<file path="src/rtl/seven_segment_reader.sv">
// seven_segment_reader: receive side of the 7-segment digit interface.
// Samples the tens/ones segment buses, waits for STABLE_CYCLES identical
// samples, decodes the pattern to 0..30 and pulses valid (or flags err).
// Build option: define SEG_ACTIVE_LOW_EN for common-anode (inverted) buses.
module seven_segment_reader #(
    parameter int unsigned STABLE_CYCLES = 4
) (
    input  logic       clk,
    input  logic       reset,
    input  logic       sample_en,
    input  logic [6:0] tens_digit,
    input  logic [6:0] ones_digit,
    output logic [4:0] number,
    output logic       valid,
    output logic       err,
    output logic       locked
);

    typedef enum logic [1:0] {SEEK, COUNT, ACCEPT, LOCKED} state_t;

    localparam logic [3:0] STABLE_CNT = 4'(STABLE_CYCLES);

    state_t      state_q, state_d;
    logic [3:0]  cnt_q, cnt_d, cnt_inc;
    logic [13:0] sample_q, sample_d, sample_new;
    logic [6:0]  tens_seg, ones_seg;
    logic [4:0]  number_d;
    logic        valid_d, err_d, locked_d;
    logic        same;
    logic        tens_ok, ones_ok, accept_ok;
    logic [1:0]  tens_val;
    logic [3:0]  ones_val;
    logic [5:0]  value;

`ifdef SEG_ACTIVE_LOW_EN
    assign tens_seg = ~tens_digit;
    assign ones_seg = ~ones_digit;
`else
    assign tens_seg = tens_digit;
    assign ones_seg = ones_digit;
`endif

    assign sample_new = {tens_seg, ones_seg};
    assign same       = (sample_new == sample_q);
    assign cnt_inc    = (cnt_q >= STABLE_CNT) ? STABLE_CNT : cnt_q + 4'd1;

    // Tens pattern decode of the held sample
    always_comb begin
        tens_ok  = 1'b1;
        tens_val = 2'd0;
        case (sample_q[13:7])
            7'b0000000: tens_val = 2'd0;
            7'b0110000: tens_val = 2'd1;
            7'b1101101: tens_val = 2'd2;
            7'b1111001: tens_val = 2'd3;
            default:    tens_ok  = 1'b0;
        endcase
    end

    // Ones pattern decode of the held sample
    always_comb begin
        ones_ok  = 1'b1;
        ones_val = 4'd0;
        case (sample_q[6:0])
            7'b1111110: ones_val = 4'd0;
            7'b0110000: ones_val = 4'd1;
            7'b1101101: ones_val = 4'd2;
            7'b1111001: ones_val = 4'd3;
            7'b0110011: ones_val = 4'd4;
            7'b1011011: ones_val = 4'd5;
            7'b1011111: ones_val = 4'd6;
            7'b1110000: ones_val = 4'd7;
            7'b1111111: ones_val = 4'd8;
            7'b1110011: ones_val = 4'd9;
            default:    ones_ok  = 1'b0;
        endcase
    end

    assign value     = 6'(tens_val) * 6'd10 + 6'(ones_val);
    assign accept_ok = tens_ok && ones_ok && !(tens_val == 2'd3 && ones_val != 4'd0);

    // Next-state, counter, sample register and output computation
    always_comb begin
        state_d  = state_q;
        cnt_d    = cnt_q;
        sample_d = sample_q;
        number_d = number;
        valid_d  = 1'b0;
        err_d    = err;
        locked_d = locked;
        if (sample_en) begin
            case (state_q)
                SEEK: begin
                    sample_d = sample_new;
                    cnt_d    = 4'd1;
                    state_d  = (STABLE_CNT <= 4'd1) ? ACCEPT : COUNT;
                end
                COUNT, LOCKED: begin
                    sample_d = sample_new;
                    if (same) begin
                        cnt_d = cnt_inc;
                        if (state_q == COUNT && cnt_inc == STABLE_CNT)
                            state_d = ACCEPT;
                    end else begin
                        cnt_d    = 4'd1;
                        locked_d = 1'b0;
                        state_d  = (STABLE_CNT <= 4'd1) ? ACCEPT : COUNT;
                    end
                end
                ACCEPT: begin
                    state_d  = LOCKED;
                    locked_d = 1'b1;
                    if (accept_ok) begin
                        number_d = value[4:0];
                        valid_d  = 1'b1;
                        err_d    = 1'b0;
                    end else begin
                        err_d = 1'b1;
                    end
                end
                default: state_d = SEEK;
            endcase
        end
    end

    // State and output registers
    always_ff @(posedge clk or posedge reset) begin
        if (reset) begin
            state_q  <= SEEK;
            cnt_q    <= '0;
            sample_q <= '0;
            number   <= '0;
            valid    <= 1'b0;
            err      <= 1'b0;
            locked   <= 1'b0;
        end else begin
            state_q  <= state_d;
            cnt_q    <= cnt_d;
            sample_q <= sample_d;
            number   <= number_d;
            valid    <= valid_d;
            err      <= err_d;
            locked   <= locked_d;
        end
    end

endmodule
</file>
<file path="config.mk">
export PLATFORM = sky130hd
export DESIGN_NAME = seven_segment_reader
export DESIGN_NICKNAME = d
export VERILOG_FILES = /design/src/rtl/seven_segment_reader.sv
export SDC_FILE = /design/constraint.sdc
export NUM_CORES = 1
export LEC_CHECK = 0
export CAP_MARGIN = 0
export CORE_UTILIZATION = 31
export CTS_CLUSTER_SIZE = 12
export DETAILED_ROUTE_END_ITERATION = 8
export GPL_TIMING_DRIVEN = 0
export PLACE_DENSITY = 0.62
export SETUP_SLACK_MARGIN = 0.15
export SLEW_MARGIN = 20
export SYNTH_ARGS = -nofsm -noshare
export SYNTH_HDL_FRONTEND = slang
export SYNTH_SLANG_ARGS = --single-unit
</file>
<file path="constraint.sdc">
create_clock -name clk -period 3.9 [get_ports clk]
set_input_delay 1.17 -clock clk [delete_from_list [all_inputs] [get_ports clk]]
set_output_delay 1.17 -clock clk [all_outputs]
set_load 0.05 [all_outputs]
</file>
Word level (Yosys, flattened, before mapping)
Cells that the tools add are included.
{"block": "totals", "regBits": 28, "output_inout_bits": 8}
{"block": "op_classes", "n_reduce_logical": 20, "mux": 16, "n_lt_le_gt_ge": 1, "addsub": 2, "mul": 1, "eq_ne": 21}
{"operator": "7-bit equality test, second input constant", "count": 10}
{"operator": "4-bit case mux with 9 select lines", "count": 1}
{"operator": "7-bit by 6-bit equality test with 1-bit output, second input constant", "count": 3}
{"operator": "14-bit equality test", "count": 1}
{"operator": "2-bit case mux with 3 select lines", "count": 2}
{"operator": "10-bit OR reduction", "count": 1}
{"operator": "4-bit two-way mux", "count": 2}
{"operator": "4-bit case mux with 2 select lines", "count": 1}
{"operator": "2-bit AND reduction", "count": 4}
{"operator": "7-bit zero test", "count": 1}
{"operator": "1-bit two-way mux", "count": 7}
{"operator": "2-bit equality test, second input constant", "count": 3}
{"operator": "3-bit AND reduction", "count": 2}
{"operator": "5-bit by 4-bit adder with 5-bit output", "count": 1}
{"operator": "4-bit by 1-bit adder with 4-bit output, second input constant", "count": 1}
{"operator": "4-bit by 3-bit equality test with 1-bit output, second input constant", "count": 1}
{"operator": "4-bit by 3-bit greater-or-equal comparator with 1-bit output, second input constant", "count": 1}
{"operator": "1-bit logical AND", "count": 4}
{"operator": "2-bit by 3-bit multiplier with 4-bit output, second input constant", "count": 1}
{"operator": "2-bit two-way mux", "count": 2}
{"operator": "2-bit nonzero test", "count": 2}
{"operator": "4-bit nonzero test", "count": 1}
{"operator": "4-bit OR reduction", "count": 1}
{"operator": "3-bit != test, second input constant", "count": 1}
{"operator": "other kinds (7)", "count": 7}

Depth between registers and ports, before layout
Gate-level depths: netlist of the first run.
{"block": "logic_depth", "ltp_word": 9, "depth_mapped": 9, "depth_no_buf": 8}

Worst setup path after synthesis of the first run
OpenSTA, ideal clock, no wires.
{"block": "synth_path", "kind": "input to register", "startpoint": "input port sample_en", "endpoint": "register number[1]", "n_path_buf": 1, "stages": 5, "slack_ps": 1536, "arrival_time_ps": 2239, "cell_sequence": "nor3b_1 -> o2111ai_1 -> o21ba_1 -> buf_6 -> mux2_4"}
{"block": "synth_between", "elab_chain_cells": 1}
{"item": "start, declared", "line": "10", "rtl": "input logic sample_en,"}
{"item": "3-bit AND reduction (no source line)"}
{"item": "end signal, assigned", "line": "140", "rtl": "number <= number_d;"}
{"item": "end, declared", "line": "13", "rtl": "output logic [4:0] number,"}
No other way between the ends.
A chain may end at the register's enable or synchronous reset.

Worst setup path in the final report of the first run
{"block": "layout_path", "startpoint": "input port sample_en", "endpoint": "register number[2]"}
The elaborated chain is that of the path after synthesis.

==> out/qor.csv, run 1 <==
stage,metric,value,unit
yosys,Synthesized Nets,175,
worst_setup_path,crit start category,primary input,
sta,setup TNS,0,ps
worst_setup_path,Crit Path Max Fanout,7,
worst_setup_path,CP Class,primary input to register,
yosys,mux cell area share after synthesis,14.3,%
floorplan,die area,5640,um^2
cts,Clock Latency Late Sink,280,ps
yosys,"top cells by count, synth","dfrtp_1, xnor2_1, mux2_2",
sta,min cycle time layout,2910,ps
place,hpwl dp,2360,um
yosys,Post-synth EDFFs,0,
drt,routed length per instance,12.5,um
power,Sw Ratio,24.6,%
place,Cell Count Post-Placement,247,
yosys,synthesized area,1660,um^2
power,VDD IR max,204,uV
grt,first-pass GRT wire length,5310,um
yosys,async set or reset register ratio after synthesis,100,%
finish,Final #Nets,204,
yosys,synth top area cells,"dfrtp_1, mux2_2, xnor2_1, mux2_4, ha_1",
power,PwrDens,329,nW/um^2
yosys,Post-Synthesis Cells,153,
cts,root buf cell,clkbuf_8,
yosys,post-synth cell types,45,
drt,antenna-violating nets left,0,
cts,H-tree depth,1,
drt,DRT Pass-1 Iters,4,
cts,post-CTS setup buffers,0,
yosys,top-area cell type share of the netlist area,42.3,%
sta,Final Skew,3.11,ps
drt,final wirelength,3130,um
finish,final design utilization,40.0,%
worst_setup_path,CP arrival,3080,ps
cts,clock sink total,28,
cts,CTS tree,done,
cts,"Reg clk slew, reported paths",90,ps
worst_hold_path,WHS Path Cells,2,
sta,RSZ-0062 raised after global routing,no,
yosys,most numerous cell in the Yosys netlist,dfrtp_1,
finish,"Area growth, synth to finish",24.1,%
run,max cap viols,0,
floorplan,Core ar.,5140,um^2
floorplan,Ports,25,
sta,maximum clock rate,343,MHz
floorplan,Starting Density,32.3,%
power,Pleak,0.869,nW
grt,vias in the first global route,1123,
finish,Layout Cells excl Fill,251,
yosys,"flops & latches, synth",28,
finish,post-route cell area,2060,um^2
floorplan,cell row count,26,
grt,largest net degree at the start of global routing,29,
yosys,simple-gate area share of the yosys netlist,14.9,%
yosys,largest family of logic cells by synthesized area,simple AND/OR/NAND/NOR gates,
grt,GRT Residual Overflow,0,
power,Power Total,0.000676,W
yosys,xor/xnor cell area share of the yosys netlist,10.0,%
sta,worst-margin pin slew,831,ps
worst_hold_path,Worst Hold Class,register to register,
finish,layout cells sized above 1,19.3,%
drt,via count,1198,
power,Internal,0.000510,W
worst_setup_path,worst reg-to-reg path cell count,9,
yosys,Post-synth top flop,dfrtp_1,
place,port bufs,24,
drt,# DRC,0,
drt,vias per inst,4.77,
drt,DR iter-0 viols,48,
worst_setup_path,worst path required time,4070,ps
yosys,"Avg Cell Area, Syn",10.8,um^2
cts,Clock Tree Buf Depth,2,
yosys,register area share after synthesis,42.3,%
sta,Final period util,74.7,%
yosys,Synth Warn #,0,
finish,number of fill cells in the layout,547,
power,Clk pwr share,33.8,%
place,dpl cell area,1990,um^2
worst_setup_path,CP Capture Type,register,
cts,hold-fix buffers at CTS,0,
power,sequential power share,47.1,%
yosys,compound-cell area share of the yosys netlist,10.1,%
run_status,outcome,completed,
sta,relative slew slack,44.1,%
sta,setup violators final,0,
sta,Max Transition Viols Final,0,
floorplan,Die X,75.1,um
power,net switching power,0.000166,W
floorplan,die height,75.1,um
yosys,most area-hungry cell type in the Yosys netlist,dfrtp_1,
yosys,Adder-Cell Fraction of Synth Area,4.23,%
sta,final hold violation count,0,
finish,ant diodes,0,
power,Logic pwr share,19.0,%
place,gpl congestion,0.785,
cts,Post-CTS Resized,0,
cts,CTS buffer count,3,
grt,initial antenna violation count,0,
grt,Total GRT Usage,12.8,%
worst paths after layout:
| path | slack (ps) | endpoint | startpoint |
|---|---|---|---|
| max | 990 | number[2] | sample_en |
| max reg2reg | 1550 | number[4] | sample_q[1] |
| min reg2reg | 500 | cnt_q[1] | cnt_q[1] |
| max in group asynchronous | 2240 | sample_q[2] | reset |
| min in group asynchronous | 1270 | valid | reset |
| min | 500 | cnt_q[1] | cnt_q[1] |
layout by cell type, fill, tap and decap left out, types with 2 or more instances in the layout:
cell / synthesis / routed
mux2_4: 4 / 4
nand4_1: 5 / 5
nor2b_1: 3 / 3
mux2i_1: 2 / 2
or2_2: 2 / 2
ha_1: 4 / 4
inv_1: 4 / 3
nand3_1: 3 / 3
clkbuf_8: 0 / 3
a21oi_1: 5 / 5
nand2b_1: 3 / 3
xor2_1: 3 / 3
nor3_1: 2 / 2
clkbuf_1: 2 / 2
clkdlybuf4s50_1: 0 / 24
nor3b_1: 2 / 2
a31oi_1: 2 / 2
nand2_1: 7 / 7
mux2_2: 14 / 14
nor2_1: 5 / 5
dfrtp_1: 28 / 28
buf_2: 7 / 7
o21ai_0: 7 / 7
xnor2_1: 16 / 16
power groups by stage:
stage | Clock (W) | Sequential, W | Combinational (W)
floorplan | 0 | 0.000323 | 0.0000896
global placement | 0 | 0.000324 | 0.000128
detailed placement | 0 | 0.000324 | 0.000129
CTS | 0.000241 | 0.000319 | 0.000130
global route | 0.000252 | 0.000321 | 0.000143
finish | 0.000229 | 0.000319 | 0.000129
flip-flops by register name, summed over array words and instances (netlist names), named ones only:
register	flops
cnt_q	4
err	1
locked	1
number	5
sample_q	14
state_q	1
valid	1
per-layer routing:
layer | track usage (%) | routed length [um]
met1 | 17.6 | 1580
met2 | 19.9 | 1390
met3 | 2.81 | 119
met4 | 4.32 | 37
met5 | 0 | 0
cells by family (layout without fill, tap and decap cells):
group,after synthesis,after routing
AOI/OAI and AO/OA,25,25
xor gates and xnor gates,19,19
adders and majority gates,5,5
buffers and inverters,14,42
DFF,28,28
muxes,20,20
and+or+nand+nor,42,42
metrics by stage:
stage / hold slack (ps) / setup slack, ps
after floorplan: 454 / 1540
after global routing: 548 / 857
after CTS: 503 / 975
after detailed placement: 479 / 687
final: 501 / 988
after global placement: 478 / 685
critical path: stages:
cell and delay [ps]:
clkdlybuf4s50_1 530, nor3b_1 440, o2111ai_1 230, o21ba_1 280
buf_6 130, mux2_4 290
area by class of cell:
type	count	area (um^2)	share of cell area, %
well taps	70	87.6	4.26
repair buffers	24	240	11.7
inverters	4	15.0	0.730
flip-flops and latches	28	701	34.1
plain buffers	10	53.8	2.62
multi-input cells	111	888	43.2
clock buffers	3	41.3	2.01
clock inverters	1	30.0	1.46
(Power assumes the default switching activity.)
==> run 2, diff against run 1 <==
==> constraint.sdc (replaced) <==
create_clock -name clk -period 3.05 [get_ports clk]
set_input_delay 0.915 -clock clk [delete_from_list [all_inputs] [get_ports clk]]
set_output_delay 0.915 -clock clk [all_outputs]
set_load 0.05 [all_outputs]
==> results of run 2 <==
The final DEF is identical to that of run 1. Status: completed.
Among the figures that moved: setup slack after placement 687 ps -> 91.6 ps; setup slack after layout 988 ps -> 393 ps; register-to-register setup slack 1550 ps -> 700 ps; total power 0.000676 W -> 0.000864 W; worst IR drop on VDD 204 uV -> 261 uV
